File: config.mk
export PLATFORM = sky130hd
export DESIGN_NAME = trap_sequencer
export DESIGN_NICKNAME = d
export VERILOG_FILES = /design/src/rtl/trap_sequencer.sv
export SDC_FILE = /design/constraint.sdc
export NUM_CORES = 1
export LEC_CHECK = 0
export CORE_MARGIN = 2
export CORE_UTILIZATION = 35
export DETAILED_ROUTE_END_ITERATION = 8
export PLACE_DENSITY_LB_ADDON = 0.05
export SLEW_MARGIN = 20
export SYNTH_ARGS = -nofsm -noshare
export SYNTH_HDL_FRONTEND = slang
export SYNTH_SLANG_ARGS = --single-unit
File: constraint.sdc
create_clock -name clk -period 2.14 [get_ports clk]
set_clock_uncertainty 0.2 [all_clocks]
set_input_delay 0.321 -clock clk [delete_from_list [all_inputs] [get_ports clk]]
set_output_delay 0.321 -clock clk [all_outputs]
set_load 0.05 [all_outputs]
File: src/rtl/trap_sequencer.sv
// trap_sequencer: takes synchronous exceptions and system instructions from
// the pipeline, records the trap CSR values, flushes the pipe for one cycle
// and then holds a PC redirect until fetch accepts it.
//
// Optional build macro TRAP_MTVAL_EN: when defined, mtval_out carries the
// faulting address / instruction word (or pc_in for ebreak). When undefined,
// mtval_out is tied to zero and no mtval storage exists.
//
// state    | meaning
// ---------+-----------------------------------------------------------
// IDLE     | waiting for an event; the only state that samples events
// FLUSH    | one cycle with flush = 1 to kill in-flight instructions
// REDIRECT | redirect_valid = 1, redirect_pc held until redirect_ready

module trap_sequencer (
   input  logic        clk,
   input  logic        resetb,
   input  logic        FD_exception_instruction_misaligned,
   input  logic        FD_exception_illegal_instruction,
   input  logic        FD_exception_unsupported_category,
   input  logic        FD_exception_memory_misaligned,
   input  logic        is_store,
   input  logic        XB_exception_machine_trap,
   input  logic        ecall,
   input  logic        ebreak,
   input  logic        mret,
   input  logic [31:0] pc_in,
   input  logic [31:0] bad_value,
   input  logic [31:0] mtvec,
   input  logic [31:0] mepc_in,
   input  logic        redirect_ready,
   output logic        flush,
   output logic        redirect_valid,
   output logic [31:0] redirect_pc,
   output logic        trap_we,
   output logic [31:0] mepc_out,
   output logic [31:0] mcause_out,
   output logic [31:0] mtval_out,
   output logic        busy,
   output logic [15:0] trap_count
);

   typedef enum logic [1:0] {
      ST_IDLE     = 2'd0,
      ST_FLUSH    = 2'd1,
      ST_REDIRECT = 2'd2
   } state_t;

   localparam logic [3:0] CAUSE_INSTR_MISALIGN = 4'd0;
   localparam logic [3:0] CAUSE_ILLEGAL        = 4'd2;
   localparam logic [3:0] CAUSE_BREAKPOINT     = 4'd3;
   localparam logic [3:0] CAUSE_LOAD_MISALIGN  = 4'd4;
   localparam logic [3:0] CAUSE_STORE_MISALIGN = 4'd6;
   localparam logic [3:0] CAUSE_ECALL_M        = 4'd11;

   state_t      state;
   logic        trap_hit;
   logic [3:0]  trap_cause;
   logic        trap_taken;
   logic [15:0] count_next;

   // Low PC/mtvec bits are dropped by alignment, and bad_value is only
   // consumed when mtval storage is built in.
   logic unused_inputs;
   assign unused_inputs = ^{bad_value, pc_in[1:0], mtvec[1:0]};

   // Priority encode the pending trap; a machine trap from execute outranks
   // anything fetch/decode reports for the same cycle.
   always_comb begin
      trap_hit   = 1'b1;
      trap_cause = CAUSE_ILLEGAL;
      if (XB_exception_machine_trap) begin
         trap_cause = CAUSE_ILLEGAL;
      end else if (FD_exception_instruction_misaligned) begin
         trap_cause = CAUSE_INSTR_MISALIGN;
      end else if (FD_exception_illegal_instruction) begin
         trap_cause = CAUSE_ILLEGAL;
      end else if (FD_exception_unsupported_category) begin
         trap_cause = CAUSE_ILLEGAL;
      end else if (FD_exception_memory_misaligned) begin
         trap_cause = is_store ? CAUSE_STORE_MISALIGN : CAUSE_LOAD_MISALIGN;
      end else if (ebreak) begin
         trap_cause = CAUSE_BREAKPOINT;
      end else if (ecall) begin
         trap_cause = CAUSE_ECALL_M;
      end else begin
         trap_hit   = 1'b0;
         trap_cause = 4'd0;
      end
   end

   // Saturating trap counter next value.
   always_comb begin
      trap_taken = (state == ST_IDLE) && trap_hit;
      count_next = trap_count;
      if (trap_taken && (trap_count != 16'hFFFF)) begin
         count_next = trap_count + 16'd1;
      end
   end

`ifdef TRAP_MTVAL_EN
   logic [31:0] mtval_q;
   logic [31:0] mtval_next;

   // ebreak reports its own PC, ecall reports nothing, faults report the
   // offending address or instruction word.
   always_comb begin
      mtval_next = bad_value;
      if (trap_cause == CAUSE_BREAKPOINT) begin
         mtval_next = pc_in;
      end else if (trap_cause == CAUSE_ECALL_M) begin
         mtval_next = 32'h0;
      end
   end

   assign mtval_out = mtval_q;
`else
   assign mtval_out = 32'h0;
`endif

   // Sequencer FSM with registered outputs and trap CSR capture.
   always_ff @(posedge clk) begin
      if (!resetb) begin
         state          <= ST_IDLE;
         flush          <= 1'b0;
         redirect_valid <= 1'b0;
         redirect_pc    <= 32'h0;
         trap_we        <= 1'b0;
         busy           <= 1'b0;
         mepc_out       <= 32'h0;
         mcause_out     <= 32'h0;
         trap_count     <= 16'h0;
`ifdef TRAP_MTVAL_EN
         mtval_q        <= 32'h0;
`endif
      end else begin
         trap_count <= count_next;
         trap_we    <= 1'b0;
         case (state)
            ST_IDLE: begin
               if (trap_hit) begin
                  state       <= ST_FLUSH;
                  flush       <= 1'b1;
                  busy        <= 1'b1;
                  trap_we     <= 1'b1;
                  redirect_pc <= {mtvec[31:2], 2'b00};
                  mepc_out    <= {pc_in[31:2], 2'b00};
                  mcause_out  <= {28'h0, trap_cause};
`ifdef TRAP_MTVAL_EN
                  mtval_q     <= mtval_next;
`endif
               end else if (mret) begin
                  state       <= ST_FLUSH;
                  flush       <= 1'b1;
                  busy        <= 1'b1;
                  redirect_pc <= mepc_in;
               end
            end
            ST_FLUSH: begin
               state          <= ST_REDIRECT;
               flush          <= 1'b0;
               redirect_valid <= 1'b1;
            end
            ST_REDIRECT: begin
               if (redirect_ready) begin
                  state          <= ST_IDLE;
                  redirect_valid <= 1'b0;
                  busy           <= 1'b0;
               end
            end
            default: begin
               state          <= ST_IDLE;
               flush          <= 1'b0;
               redirect_valid <= 1'b0;
               busy           <= 1'b0;
            end
         endcase
      end
   end

endmodule

==> results.ini, run 1 <==
[clock_tree]
cts_sinks = 88
cts_buffers = 9
clock_tree.root_cell = sky130_fd_sc_hd__clkbuf_16
clock_path_buffers = 2
clkLatencyLatePin_ps = 340
cts.clk_slew.worst_paths_ps = 60
tritoncts = done
clock_tree.htree_level_count = 3

[pwr]
power-per-cell-area_nw_per_um2 = 816
pwr-share-clk_pct = 31.6
irDropWorstVdd_uv = 358
switchingPower_mw = 1.83
p_int_mw = 3.32
cellLeakagePower_nw = 2.56
post-layout-total-power_mw = 5.16
power.share.switching_pct = 35.6
p_comb_share_pct = 32.2
power.sequential.fraction_pct = 36.2

[detailed_routing]
drt-initial-drc-count = 145
dr_total_vias = 3891
detail_route.drc_violations = 0
route.detailed.vias_per_inst = 4.62
final_routed_wire_length_divided_by_cell_count_um = 13.6
ant_nets = 0
detailedRoute.firstPassIterationCount = 4
postRouteWirelength_um = 11400

[worst_setup_path]
crit_path_max_incr_delay_ps = 600
critPathLaunchType = input pin
r2r-start = trap_count[0]$_SDFFE_PN0P_
cp-end-kind = register
critical_path.max_fanout = 32
reg2reg_slack_ps = 140
path_buf_inv = 2
timing.setup.critical_path_class = input pin to register
timing.critical_path.slowest_stage_cell = sky130_fd_sc_hd__or4_4
ff2ff_path_depth = 7
worstPathArrival_ps = 2120
path_cells = clkdlybuf4s50_1 > or4_4 > nor2_4 > buf_12 > nand2_1 > a311oi_1
r2r-end = trap_count[12]$_SDFFE_PN0P_
critical-path-top-delay-family = simple AND/OR/NAND/NOR gates
worst_path_required_time_ps = 2170

[finish]
relative_area_change_from_synthesis_to_final_layout_pct = 54.3
final_core_util_pct = 55.4
stdcell_area_um2 = 6320
num_antenna_cells = 0
final.fill_count = 1076
num-nets-final = 835
final_cell_count_without_fillers = 842
share_of_layout_cells_above_drive_strength_1_pct = 8.44

[yosys]
synth-edff-count = 0
synth_async_sr_flop_share_pct = 0
synth_largest_area_cell = sky130_fd_sc_hd__dfxtp_1
synth_cell_type_count = 41
postSynth.topFlopCell = sky130_fd_sc_hd__dfxtp_1
synth.top_cell.area_share_pct = 43.0
synth-seq-area-share_pct = 43.0
syn_avg_cell_area_um2 = 8.16
syn_area_um2 = 4100
yosys_register_bits = 88
synthesis.yosys.warnings = 0
synth_cells = 502
synth_top_area_cells = sky130_fd_sc_hd__dfxtp_1, sky130_fd_sc_hd__buf_4, sky130_fd_sc_hd__nand2_1

[global_route]
grt_overflow = 0
top_usage_layer = met2
first_global_vias = 3764
groute.layer.met3.usage_pct = 7.56
grt_antenna_before_repair = 0
globalRouteTotalUtil_pct = 17.7
globalRouteMet1Util_pct = 20.7
pin_count_of_the_biggest_net_entering_global_routing = 77
gr-usage-met2_pct = 29.6
grt_first_pass_wirelength_um = 18100

[die]
pin_count = 288
effective_utilization_at_floorplan_pct = 35.9
standard_cell_core_area_um2 = 11400
fp.dieH_um = 112
rows = 39
fp.dieW_um = 112
die_area_um2 = 12600

[timing]
holdWs_ps = 252
max_slew.worst_pin.slew_ps = 538
setup_violations = 0
relSlewSlack_pct = 64.0
period_utilization_post_route_pct = 97.3
maxClockFrequency_mhz = 480
timing.final.crit_period_ps = 2080
timing.final.max_slew_violations = 0
final-hold-violation-count = 0

[min_path]
min_delay_path_depth = 2
worst_hold_path.endpoint = mcause_out[0]$_SDFFE_PN0P_
worstHoldStart = mcause_out[0]$_SDFFE_PN0P_
hp-class = register to register

[placed_design]
detailed_place.area_um2 = 5990
port_buffer_count = 189
dp.cells = 825
place_hpwl_um = 8210
place.gp.congestion = 0.781

[run]
max_cap_violations = 0

[status]
status = complete, no violations

==> Yosys cell counts (5+ instances only) <==
cell type	n
sky130_fd_sc_hd__dfxtp_1	88
sky130_fd_sc_hd__a21oi_1	39
sky130_fd_sc_hd__a311oi_1	29
sky130_fd_sc_hd__and2_1	9
sky130_fd_sc_hd__o21ai_0	7
sky130_fd_sc_hd__nor2_1	42
sky130_fd_sc_hd__nand2_1	128
sky130_fd_sc_hd__xor2_1	6
sky130_fd_sc_hd__nand3_1	7
sky130_fd_sc_hd__buf_4	65
sky130_fd_sc_hd__clkbuf_1	17
sky130_fd_sc_hd__xnor2_1	5
sky130_fd_sc_hd__o2111ai_1	6
sky130_fd_sc_hd__buf_2	8
==> logic make-up after synthesis <==
logic type	share of synthesized area, %
compound gates	15.8
xor+xnor	2.35
fa+ha+maj	0.305
buf+inv	15.5
flops	43.0
mux	0.489
other cells	0.0915
simple gates	22.4
==> worst max-delay path by stage <==
stage,cells after the start,from,slack [ps],end
final,6,FD_exception_unsupported_category,60,redirect_pc[20]$_SDFFE_PN0P_
after floorplan,6,trap_count[4]$_SDFFE_PN0P_,2,trap_count[12]$_SDFFE_PN0P_
after CTS,1,trap_count[12]$_SDFFE_PN0P_,30,trap_count[12]
after detailed placement,8,FD_exception_unsupported_category,-290,trap_count[1]$_SDFFE_PN0P_
after global routing,7,XB_exception_machine_trap,-4,redirect_pc[11]$_SDFFE_PN0P_
after global placement,8,FD_exception_unsupported_category,-260,trap_count[1]$_SDFFE_PN0P_
==> registers in the layout, indices dropped and copies added, names as in the netlist <==
name and count:
redirect_pc 32, state 2, mcause_out 4, trap_count 16
redirect_valid 1, mepc_out 30, busy 1, flush 1
trap_we 1
==> power groups by stage <==
stage / clock (mW) / sequential (mW) / combinational, mW
6_report: 1.63 / 1.87 / 1.66
3_3_place_gp: 0 / 1.90 / 1.65
4_1_cts: 1.67 / 1.87 / 1.67
5_1_grt: 1.75 / 1.89 / 1.76
3_5_place_dp: 0 / 1.90 / 1.66
2_1_floorplan: 0 / 2.39 / 0.671
==> metrics by stage <==
stage	setup WS, ps	TNS (ps)
floorplan	2.19	0
global placement	-263	-14770
detailed placement	-287	-16570
CTS	25.3	0
global route	-4.09	-4.09
finish	57.7	0
==> worst min-delay path, cell delays in order (launching register included) <==
cell	delay [ps]
sky130_fd_sc_hd__dfxtp_1	310
sky130_fd_sc_hd__nand2_1	50
sky130_fd_sc_hd__a21oi_1	50
==> placed cells by master, fill, tap and decap left out, drive strengths merged, types with 3 or more instances in the layout <==
cell / instances
clkdlybuf4s50: 184
nand2: 129
dfxtp: 88
conb: 62
nor2: 44
a21oi: 39
a311oi: 30
buf: 28
clkbuf: 12
and2: 9
o21ai: 9
nand3: 7
o2111ai: 6
xor2: 6
xnor2: 5
or3: 4
and3: 3
nor3: 3
nand4: 3
o21a: 3
a21boi: 3
inv: 3
==> timing repair <==
item,in CTS,in global routing
buffers inserted,0,1
pin swaps,0,1
setup endpoints to repair,1,6
hold buffers,0,0
endpoints found under the hold margin,0,0
gates resized for setup,1,3
==> layer usage <==
layer	share of wire (%)	vias up
met2	46	154
met4	1.5	0
met5	0	-
li1	-	1955
met1	43	1768
met3	9.8	14
==> cell type report <==
cell class / instances / area [µm²] / area share, %
Timing Repair Buffer: 214 / 2120 / 33.6
Multi-Input combinational cell: 379 / 1940 / 30.7
Clock inverter: 4 / 51.3 / 0.812
Sequential cell: 88 / 1770 / 27.9
Inverter: 2 / 7.51 / 0.119
Clock buffer: 12 / 256 / 4.06
Tap cell: 143 / 179 / 2.83
No activity file was read; power rests on OpenSTA's default activity.
==> run 2: changes to the inputs <==
--- a/config.mk
+++ b/config.mk
@@ -8,7 +8,7 @@
 export CORE_MARGIN = 2
 export CORE_UTILIZATION = 35
 export DETAILED_ROUTE_END_ITERATION = 8
-export PLACE_DENSITY_LB_ADDON = 0.05
+export PLACE_DENSITY = 0.9
 export SLEW_MARGIN = 20
 export SYNTH_ARGS = -nofsm -noshare
 export SYNTH_HDL_FRONTEND = slang
==> run 2 against run 1 <==
  * Clock-buffer cell count is 1 higher
  * Flip-flop and latch count stayed put
  * Combinational power hardly changed
  * Register-to-register slack better by 50 ps
==> results.ini, run 2 (synthesized netlist as in run 1, its figures left out) <==
[timing]
max_slew.worst_pin.slew_ps = 543
relSlewSlack_pct = 63.7
period_utilization_post_route_pct = 98.1
timing.final.max_slew_violations = 0
maxClockFrequency_mhz = 476
final-hold-violation-count = 0
holdWs_ps = 250
timing.final.crit_period_ps = 2100
setup_violations = 0

[status]
status = complete, no violations

[global_route]
globalRouteMet1Util_pct = 19.1
top_usage_layer = met2
grt_overflow = 0
groute.layer.met3.usage_pct = 5.51
first_global_vias = 3567
globalRouteTotalUtil_pct = 17.1
grt_first_pass_wirelength_um = 17200
gr-usage-met2_pct = 29.9
grt_antenna_before_repair = 0
pin_count_of_the_biggest_net_entering_global_routing = 47

[die]
rows = 39
die_area_um2 = 12600
fp.dieW_um = 112
effective_utilization_at_floorplan_pct = 35.9
standard_cell_core_area_um2 = 11400
fp.dieH_um = 112
pin_count = 288

[finish]
num_antenna_cells = 0
share_of_layout_cells_above_drive_strength_1_pct = 7.78
largest_register = redirect_pc
relative_area_change_from_synthesis_to_final_layout_pct = 53.3
final_core_util_pct = 55.0
num-nets-final = 830
final.fill_count = 1008
largest_register_ffs = 32
biggestRegsByFlops = redirect_pc: 32 flops, mepc_out: 30 flops, trap_count: 16 flops
stdcell_area_um2 = 6280
final_cell_count_without_fillers = 837
layout.cells.most_common = sky130_fd_sc_hd__clkdlybuf4s50_1
layout_common_cells = sky130_fd_sc_hd__clkdlybuf4s50_1, sky130_fd_sc_hd__nand2_1, sky130_fd_sc_hd__dfxtp_1

[clock_tree]
clock_tree.htree_level_count = 3
clock_path_buffers = 2
cts.clk_slew.worst_paths_ps = 60
cts-hold-fix-buffers = 0
tritoncts = done
clock_tree.root_cell = sky130_fd_sc_hd__clkbuf_16
post-cts-setup-buffer-count = 0
cts_sinks = 88
clkLatencyLatePin_ps = 340
cts_buffers = 9

[worst_setup_path]
path_cells = clkdlybuf4s50_1 > or4_4 > nor2_4 > buf_12 > nand2_1 > a311oi_1
critPathLaunchType = input pin
crit_path_max_incr_delay_ps = 560
cp-end-kind = register
timing.critical_path.slowest_stage_cell = sky130_fd_sc_hd__or4_4
critical_path.max_fanout = 16
worstPathArrival_ps = 2140
worst_path_required_time_ps = 2180
timing.setup.critical_path_class = input pin to register

[run]
max_cap_violations = 0

[pwr]
cellLeakagePower_nw = 2.59
post-layout-total-power_mw = 4.96
irDropWorstVdd_uv = 667
power-per-cell-area_nw_per_um2 = 789

[detailed_routing]
postRouteWirelength_um = 11300
dr_total_vias = 3886
ant_nets = 0
final_routed_wire_length_divided_by_cell_count_um = 13.5
drt-initial-drc-count = 206
detailedRoute.firstPassIterationCount = 4
route.detailed.vias_per_inst = 4.64
detail_route.drc_violations = 0

[placed_design]
port_buffer_count = 189
place.gp.congestion = 0.827
detailed_place.area_um2 = 5970
place_hpwl_um = 8240
dp.cells = 820

[min_path]
hp-class = register to register

run 2: path summary, 6_finish.rpt:
| kind | from | to | slack, ps | depth (start not counted) |
|---|---|---|---|---|
| hold reg to reg | mcause_out[3]$_SDFFE_PN0P_ | mcause_out[3]$_SDFFE_PN0P_ | 250 | 2 |
| setup reg to reg | trap_count[0]$_SDFFE_PN0P_ | trap_count[7]$_SDFFE_PN0P_ | 190 | 7 |
| setup / recovery | FD_exception_instruction_misaligned | redirect_pc[3]$_SDFFE_PN0P_ | 40 | 6 |
| hold / removal | mcause_out[3]$_SDFFE_PN0P_ | mcause_out[3]$_SDFFE_PN0P_ | 250 | 2 |
run 2: area by class of cell:
type	instances	area, µm²	share of cell area, %
clock inverters	3	17.5	0.279
clock buffers	13	250	3.98
inverters	2	7.51	0.120
flip-flops and latches	88	1770	28.1
well taps	143	179	2.85
repair buffers	209	2120	33.7
multi-input cells	379	1940	30.9
run 2: metrics by stage:
stage / worst slack (ps) / setup TNS (ps)
floorplan: 2.19 / 0
global placement: -269 / -17420
detailed placement: -340 / -20070
CTS: 10.9 / 0
global route: -5.57 / -5.57
finish: 40.3 / 0
run 2: timing repair:
action | in CTS | in global routing
setup endpoints to repair | 1 | 31
resized for setup | 1 | 7
pin swaps | 0 | 1
cloned | 0 | 1
run 2: critical path: cells and delay by family:
kind,cells,cell delay (ps)
compound gates,1,280
buf+inv,2,670
simple gates,3,830
run 2: metal layers:
layer	vias to the layer above	part of all wire (%)	wire, µm
met5	-	0	0
met4	0	1.9	214
met3	14	9.4	1060
met2	181	49	5570
met1	1750	39	4460
li1	1941	-	-
run 2: report_power, final:
part	switching, mW	total [mW]	internal, mW
clock network	0.618	1.43	0.816
registers	0.0787	1.87	1.79
logic	1.10	1.66	0.559
total	1.79	4.96	3.16
